File: config.mk
export PLATFORM = sky130hd
export DESIGN_NAME = im_cm_req_flat
export DESIGN_NICKNAME = d
export VERILOG_FILES = /design/src/rtl/im_cm_req_pkg.sv /design/src/rtl/im_cm_req_if.sv /design/src/rtl/im_cm_req_xy_dec.sv /design/src/rtl/im_cm_req.sv /design/src/flat_wrapper.sv
export SDC_FILE = /design/constraint.sdc
export NUM_CORES = 1
export LEC_CHECK = 0
export BUFFER_PORTS_ARGS = -buffer_cell sky130_fd_sc_hd__buf_2
export CAP_MARGIN = 20
export CORE_UTILIZATION = 33
export DETAILED_ROUTE_END_ITERATION = 10
export GPL_TIMING_DRIVEN = 0
export HOLD_SLACK_MARGIN = 0.1
export SLEW_MARGIN = 20
export SYNTH_ARGS = -nofsm -noshare
export SYNTH_HDL_FRONTEND = slang
export SYNTH_SLANG_ARGS = --single-unit
File: constraint.sdc
create_clock -name clk -period 4.5 [get_ports clk]
set_input_delay 0.675 -clock clk [delete_from_list [all_inputs] [get_ports clk]]
set_output_delay 0.675 -clock clk [all_outputs]
set_load 0.01 [all_outputs]
File: src/rtl/im_cm_req_pkg.sv
// Shared types and constants for the IM-side CM request initiator (im_cm_req).
package im_cm_req_pkg;

  localparam int unsigned AwDefault = 4;

  // One-hot direction encoding {L,E,N,W,S} = bits {4,3,2,1,0}
  typedef logic [4:0] dir_t;
  localparam dir_t DirS = 5'b00001;
  localparam dir_t DirW = 5'b00010;
  localparam dir_t DirN = 5'b00100;
  localparam dir_t DirE = 5'b01000;
  localparam dir_t DirL = 5'b10000;

  typedef enum logic [1:0] {StIdle, StReq, StXfer, StRel} im_state_t;

endpackage

File: src/rtl/im_cm_req_if.sv
// Flit input, CM request/grant and flit output bundle between an IM input port and the CM side.
interface im_cm_req_if #(
  parameter int unsigned KN = 5,
  parameter int unsigned DW = 8
);
  logic [DW-1:0] in_data;
  logic          in_valid;
  logic          in_head;
  logic          in_tail;
  logic          in_ready;
  logic [KN-1:0] cms;
  logic [4:0]    dir_req;
  logic [KN-1:0] cm_sel;
  logic          req_vld;
  logic          cm_gnt;
  logic [DW-1:0] out_data;
  logic          out_valid;
  logic          out_tail;
  logic          out_ready;

  modport master (
    input  in_data, in_valid, in_head, in_tail, cms, cm_gnt, out_ready,
    output in_ready, dir_req, cm_sel, req_vld, out_data, out_valid, out_tail
  );

  modport slave (
    output in_data, in_valid, in_head, in_tail, cms, cm_gnt, out_ready,
    input  in_ready, dir_req, cm_sel, req_vld, out_data, out_valid, out_tail
  );
endinterface

File: src/rtl/im_cm_req_xy_dec.sv
// Combinational XY route decode: X dimension first, then Y, local when both match.
module im_cm_req_xy_dec
  import im_cm_req_pkg::*;
#(
  parameter int unsigned AW = AwDefault,
  parameter int unsigned X  = 0,
  parameter int unsigned Y  = 0
) (
  input  logic [2*AW-1:0] dst_i,
  output dir_t            dir_o
);
  localparam logic [AW-1:0] LocX = AW'(X);
  localparam logic [AW-1:0] LocY = AW'(Y);

  logic [AW-1:0] dst_x, dst_y;
  assign dst_x = dst_i[AW-1:0];
  assign dst_y = dst_i[2*AW-1:AW];

  always_comb begin
    if (dst_x > LocX)      dir_o = DirE;
    else if (dst_x < LocX) dir_o = DirW;
    else if (dst_y > LocY) dir_o = DirN;
    else if (dst_y < LocY) dir_o = DirS;
    else                   dir_o = DirL;
  end
endmodule

File: src/rtl/im_cm_req.sv
// IM-side CM request initiator: decode head, pick a CM, 4-phase request, stream packet to CM.
// Define IM_CRRD_EN for round-robin CM dispatch; otherwise lowest-index free CM wins.
module im_cm_req
  import im_cm_req_pkg::*;
#(
  parameter int unsigned KN = 5,
  parameter int unsigned DW = 8,
  parameter int unsigned AW = AwDefault,
  parameter int unsigned X  = 0,
  parameter int unsigned Y  = 0
) (
  input logic         clk,
  input logic         rst,
  im_cm_req_if.master bus
);
  localparam int unsigned PtrW = (KN > 1) ? $clog2(KN) : 1;

  im_state_t     state_q, state_d;
  logic [DW-1:0] flit_q, flit_d;
  logic          vld_q, vld_d;
  logic          tail_q, tail_d;
  dir_t          dir_q, dir_d, dir_dec;
  logic [KN-1:0] sel_q, sel_d;
  logic [KN-1:0] pick, mask, hi;
  logic [PtrW-1:0] offset;
  logic          in_rdy;
  logic          out_vld;

  im_cm_req_xy_dec #(
    .AW (AW),
    .X  (X),
    .Y  (Y)
  ) u_xy_dec (
    .dst_i (bus.in_data[2*AW-1:0]),
    .dir_o (dir_dec)
  );

  // CM pick: first free CM at or above offset, else wrap to lowest free CM.
  always_comb begin
    for (int unsigned i = 0; i < KN; i++) begin
      mask[i] = (PtrW'(i) >= offset);
    end
  end
  assign hi   = bus.cms & mask;
  assign pick = (|hi) ? (hi & (~hi + KN'(1))) : (bus.cms & (~bus.cms + KN'(1)));

`ifdef IM_CRRD_EN
  logic [PtrW-1:0] ptr_q, ptr_d;

  always_comb begin
    ptr_d = ptr_q;
    if (state_q == StReq && bus.cm_gnt) begin
      for (int unsigned k = 0; k < KN; k++) begin
        if (sel_q[k]) ptr_d = (k == KN - 1) ? '0 : PtrW'(k + 1);
      end
    end
  end

  always_ff @(posedge clk) begin
    if (rst) ptr_q <= '0;
    else     ptr_q <= ptr_d;
  end

  assign offset = ptr_q;
`else
  assign offset = '0;
`endif

  always_comb begin
    state_d = state_q;
    flit_d  = flit_q;
    vld_d   = vld_q;
    tail_d  = tail_q;
    dir_d   = dir_q;
    sel_d   = sel_q;
    in_rdy  = 1'b0;
    unique case (state_q)
      StIdle: begin
        if (bus.in_valid && bus.in_head && (|bus.cms)) begin
          in_rdy  = 1'b1;
          flit_d  = bus.in_data;
          tail_d  = bus.in_tail;
          vld_d   = 1'b1;
          dir_d   = dir_dec;
          sel_d   = pick;
          state_d = StReq;
        end
      end
      StReq: begin
        if (bus.cm_gnt) state_d = StXfer;
      end
      StXfer: begin
        // Once the tail is held, stop consuming so the next head stays in the buffer.
        if (vld_q && tail_q) begin
          if (bus.out_ready) begin
            vld_d   = 1'b0;
            state_d = StRel;
          end
        end else if (bus.out_ready || !vld_q) begin
          in_rdy = 1'b1;
          vld_d  = bus.in_valid;
          if (bus.in_valid) begin
            flit_d = bus.in_data;
            tail_d = bus.in_tail;
          end
        end
      end
      StRel: begin
        if (!bus.cm_gnt) begin
          state_d = StIdle;
          dir_d   = '0;
          sel_d   = '0;
        end
      end
      default: state_d = StIdle;
    endcase
  end

  always_ff @(posedge clk) begin
    if (rst) begin
      state_q <= StIdle;
      flit_q  <= '0;
      vld_q   <= 1'b0;
      tail_q  <= 1'b0;
      dir_q   <= '0;
      sel_q   <= '0;
    end else begin
      state_q <= state_d;
      flit_q  <= flit_d;
      vld_q   <= vld_d;
      tail_q  <= tail_d;
      dir_q   <= dir_d;
      sel_q   <= sel_d;
    end
  end

  assign out_vld       = vld_q && (state_q == StXfer);
  assign bus.in_ready  = in_rdy;
  assign bus.dir_req   = dir_q;
  assign bus.cm_sel    = sel_q;
  assign bus.req_vld   = (state_q == StReq) || (state_q == StXfer);
  assign bus.out_data  = flit_q;
  assign bus.out_valid = out_vld;
  assign bus.out_tail  = out_vld && tail_q;
endmodule

File: src/flat_wrapper.sv
// flat-port wrapper written by rule: the top's interface ports become plain ports
module im_cm_req_flat import im_cm_req_pkg::*;
#(
  parameter int unsigned KN = 5,
  parameter int unsigned DW = 8,
  parameter int unsigned AW = AwDefault,
  parameter int unsigned X  = 0,
  parameter int unsigned Y  = 0
)
  (clk, rst, bus_in_data, bus_in_valid, bus_in_head, bus_in_tail, bus_cms, bus_cm_gnt, bus_out_ready, bus_in_ready, bus_dir_req, bus_cm_sel, bus_req_vld, bus_out_data, bus_out_valid, bus_out_tail);
  im_cm_req_if #(.KN(KN), .DW(DW)) bus_i ();
  input logic clk;
  input logic rst;
  input wire logic [$bits(bus_i.in_data)-1:0] bus_in_data;
  input wire logic [$bits(bus_i.in_valid)-1:0] bus_in_valid;
  input wire logic [$bits(bus_i.in_head)-1:0] bus_in_head;
  input wire logic [$bits(bus_i.in_tail)-1:0] bus_in_tail;
  input wire logic [$bits(bus_i.cms)-1:0] bus_cms;
  input wire logic [$bits(bus_i.cm_gnt)-1:0] bus_cm_gnt;
  input wire logic [$bits(bus_i.out_ready)-1:0] bus_out_ready;
  output wire logic [$bits(bus_i.in_ready)-1:0] bus_in_ready;
  output wire logic [$bits(bus_i.dir_req)-1:0] bus_dir_req;
  output wire logic [$bits(bus_i.cm_sel)-1:0] bus_cm_sel;
  output wire logic [$bits(bus_i.req_vld)-1:0] bus_req_vld;
  output wire logic [$bits(bus_i.out_data)-1:0] bus_out_data;
  output wire logic [$bits(bus_i.out_valid)-1:0] bus_out_valid;
  output wire logic [$bits(bus_i.out_tail)-1:0] bus_out_tail;
  assign bus_i.in_data = bus_in_data;
  assign bus_i.in_valid = bus_in_valid;
  assign bus_i.in_head = bus_in_head;
  assign bus_i.in_tail = bus_in_tail;
  assign bus_i.cms = bus_cms;
  assign bus_i.cm_gnt = bus_cm_gnt;
  assign bus_i.out_ready = bus_out_ready;
  assign bus_in_ready = bus_i.in_ready;
  assign bus_dir_req = bus_i.dir_req;
  assign bus_cm_sel = bus_i.cm_sel;
  assign bus_req_vld = bus_i.req_vld;
  assign bus_out_data = bus_i.out_data;
  assign bus_out_valid = bus_i.out_valid;
  assign bus_out_tail = bus_i.out_tail;
  im_cm_req #(.KN(KN), .DW(DW), .AW(AW), .X(X), .Y(Y)) u_core (.clk(clk), .rst(rst), .bus(bus_i));
endmodule
==> qor.tcl <==
set qor(leakagePower_nw) 0.649
set qor(finish.instance_area_um2) 1410
set qor(antenna_cells) 0
set qor(p_clk_share_pct) 16.3
set qor(synthDistinctLibCells) 35
set qor(layout_commonest_cell) {buf_2}
set qor(drt_iter0_markers) 19
set qor(cts_root_buf) {clkbuf_4}
set qor(largest_net_degree_at_the_start_of_global_routing) 12
set qor(final_util_pct) 45.0
set qor(timing_worst_setup_path_type) {primary input to output port}
set qor(cts-hold-fix-buffers) 0
set qor(io-pin-count) 42
set qor(place.detailed.hpwl_um) 2000
set qor(power.total_uw) 645
set qor(fin_crit_ns) 2.42
set qor(register_area_um2) 400
set qor(timing.final.max_slew_violations) 0
set qor(final.period_utilization_pct) 53.9
set qor(post_synth_main_area_contributors) {dfxtp_1 36%, nand2b_1 15%, mux2i_1 12%}
set qor(initial_core_util_pct) 35.7
set qor(postSynthRegisterBits) 20
set qor(remaining_drc_errors) 0
set qor(design.die.area_um2) 3620
set qor(finalWeightedCongestion) 0.805
set qor(p_sw_uw) 242
set qor(synth.yosys.seq_area_share_pct) 35.8
set qor(grt_antenna_before_repair) 0
set qor(cts_max_path_buffers) 2
set qor(drv.max_cap_violation_count) 0
set qor(max-vdd-ir-drop_v) 0.000138
set qor(intPower_uw) 403
set qor(postSynthCellCount) 120
set qor(worst_slew_pin_slew_ns) 0.494
set qor(area_of_the_multi_input_gates_um2) 664
set qor(first_global_vias) 969
set qor(synthesis.area_per_instance_um2) 9.31
set qor(switching_share_pct) 37.6
set qor(vias_per_cell) 4.79
set qor(synth_top_area_share_pct) 35.8
set qor(grt_setup_unrepaired) {false}
set qor(count_of_buffers_added_by_post_cts_timing_repair_for_setup) 0
set qor(finish.net_count) 190
set qor(wirelength_um) 2550
set qor(final_cell_mix) {39 x buf_2, 27 x nand2b_1, 20 x dfxtp_1}
set qor(max_freq_mhz) 413
set qor(relSlewSlack_pct) 66.8
set qor(die_extent_in_x_um) 60.2
set qor(rows) 20
set qor(clkLatencyLatePin_ns) 0.30
set qor(min_from) {u_core.bus.cm_sel[2]}
set qor(cts_resized) 0
set qor(global_route.usage.met2_pct) 27.6
set qor(fin_tns_setup_ns) 0
set qor(place.port_buffers) 39
set qor(setup.worst_path.start_class) {primary input}
set qor(powerDensity_nw_per_um2) 458
set qor(synthToLayoutAreaGrowth_pct) 26.0
set qor(synth-warning-count) 0
set qor(final_layout_size_suffix_gt1_share_pct) 34.1
set qor(final-hold-violation-count) 0
set qor(global_route_met3_usage_pct) 3.25
set qor(postRouteAntennaNets) 0
set qor(grt_first_pass_wirelength_um) 4190
set qor(clkSlewWorstSetupHoldPaths_ns) 0.12
set qor(post_dp_cell_area_um2) 1370
set qor(chipHeight_um) 60.2
set qor(run_status) {finished, final reports clean}
set qor(wl_per_cell_um) 12.2
set qor(worst-endpoint-arrival_ns) 1.75
set qor(tritoncts) {yes}
set qor(worst-path-max-fanout) 4
set qor(grt_use_met1_pct) 18.6
set qor(drt_pre_antenna_iters) 6
set qor(critical_path.reg2reg.startpoint) {u_core.state_q[0]}
set qor(critical_path.startpoint) {bus_cms[1]}
set qor(globalRouteTotalUtil_pct) 15.5
set qor(route.vias.total) 996
set qor(setup_viol) 0
set qor(number_of_h_tree_branching_levels) 1
set qor(comb_power_share_pct) 47.7
set qor(skew_ns) 0.00468
set qor(setup.worst_path.end_class) {output port}
set qor(critPathRequiredTime_ns) 3.83
set qor(finalHoldWorstSlack_ns) 0.482
set qor(syn-cell-area_um2) 1120
set qor(holdCritPathClass) {flop to flop}
set qor(global_routing_s_busiest_layer) {met2}
set qor(nFillCells) 342
set qor(synthDominantAreaCellType) {dfxtp_1}
set qor(tritoncts_num_sinks) 20
set qor(grt_overflow_total) 0
set qor(clock_buffers_created_by_tritoncts) 3
set qor(core_um2) 3130
set qor(share_of_total_power_in_sequential_cells_pct) 36.0
[routing by layer]
| metal | share of wire [%] | up-vias |
|---|---|---|
| li1 | - | 500 |
| met1 | 43 | 462 |
| met2 | 50 | 32 |
| met3 | 5.8 | 2 |
| met4 | 0.51 | 0 |
| met5 | 0 | - |
[cells by family (layout without fill, tap and decap cells)]
family                   after synthesis  after routing  share of synthesized area [%]
AND/OR/NAND/NOR                       55             55                           29.6
buffers and inverters                 10             53                           5.04
multiplexers                          13             13                           11.6
other                                  1              2                          0.336
AO/OA/AOI/OAI                         16             16                           12.0
flip-flops                            20             20                           35.8
adder cells (fa/ha/maj)                5              5                           5.60
[synthesized netlist by cell type]
cell type and count:
o21ai_2 1, and3_2 1, a32o_2 2, or2_2 1, a21oi_2 1, o31ai_1 1
a21oi_1 2, nand4b_1 1, and2_1 2, nor4_1 1, buf_4 3, a32o_1 1
nand3_1 1, nor2_1 4, a22o_1 2, mux2i_1 13, clkbuf_1 3, inv_1 3
nor2b_1 1, nand4_1 1, a21boi_0 1, conb_1 1, dfxtp_1 20, ha_1 5
nand2_1 8, nor3_1 1, a221oi_2 1, or4_1 2, o21a_1 1, buf_6 1
nand2b_1 27, nor4_2 2, o21ai_0 2, and3_1 2, a41oi_1 1
[layout make-up]
cell class	instances	share of cell area (%)
multi-input cells	91	47.2
flip-flops and latches	20	28.4
repair buffers	39	13.9
well taps	44	3.91
plain buffers	7	3.20
clock buffers	4	2.58
inverters	3	0.800
[power groups by stage]
stage,clock (mW),sequential [mW],combinational (mW)
floorplan,0,0.242,0.216
global placement,0,0.234,0.299
detailed placement,0,0.236,0.307
CTS,0.109,0.232,0.309
global route,0.121,0.236,0.339
finish,0.105,0.232,0.307
[critical path, cell delays in order]
cell and delay [ns]:
buf_2 0.12, or4_1 0.54, o21ai_2 0.16, o21ai_0 0.10
buf_2 0.14
[final timing paths]
path	cells after the start	to	slack [ns]
worst max-delay path	5	bus_in_ready	2.08
worst min-delay path	1	u_core.bus.cm_sel[2]	0.48
worst max register to register	7	u_core.bus.dir_req[2]	2.67
worst min register to register	1	u_core.bus.cm_sel[2]	0.48
[flip-flops by register name, summed over array words and instances, names as in the netlist]
signal / cells
u_core.bus.dir_req: 3
u_core.state_q: 2
u_core.bus.cm_sel: 5
u_core.vld_q: 1
u_core.bus.out_data: 8
u_core.tail_q: 1
[metrics by stage]
| stage | setup WS, ns | instances |
|---|---|---|
| 2_1_floorplan | 2.31 | 121 |
| 3_3_place_gp | 2.08 | 204 |
| 3_5_place_dp | 2.07 | 204 |
| 4_1_cts | 2.07 | 208 |
| 5_1_grt | 2.01 | 208 |
| 6_report | 2.08 | 208 |
(Power assumes the default switching activity.)
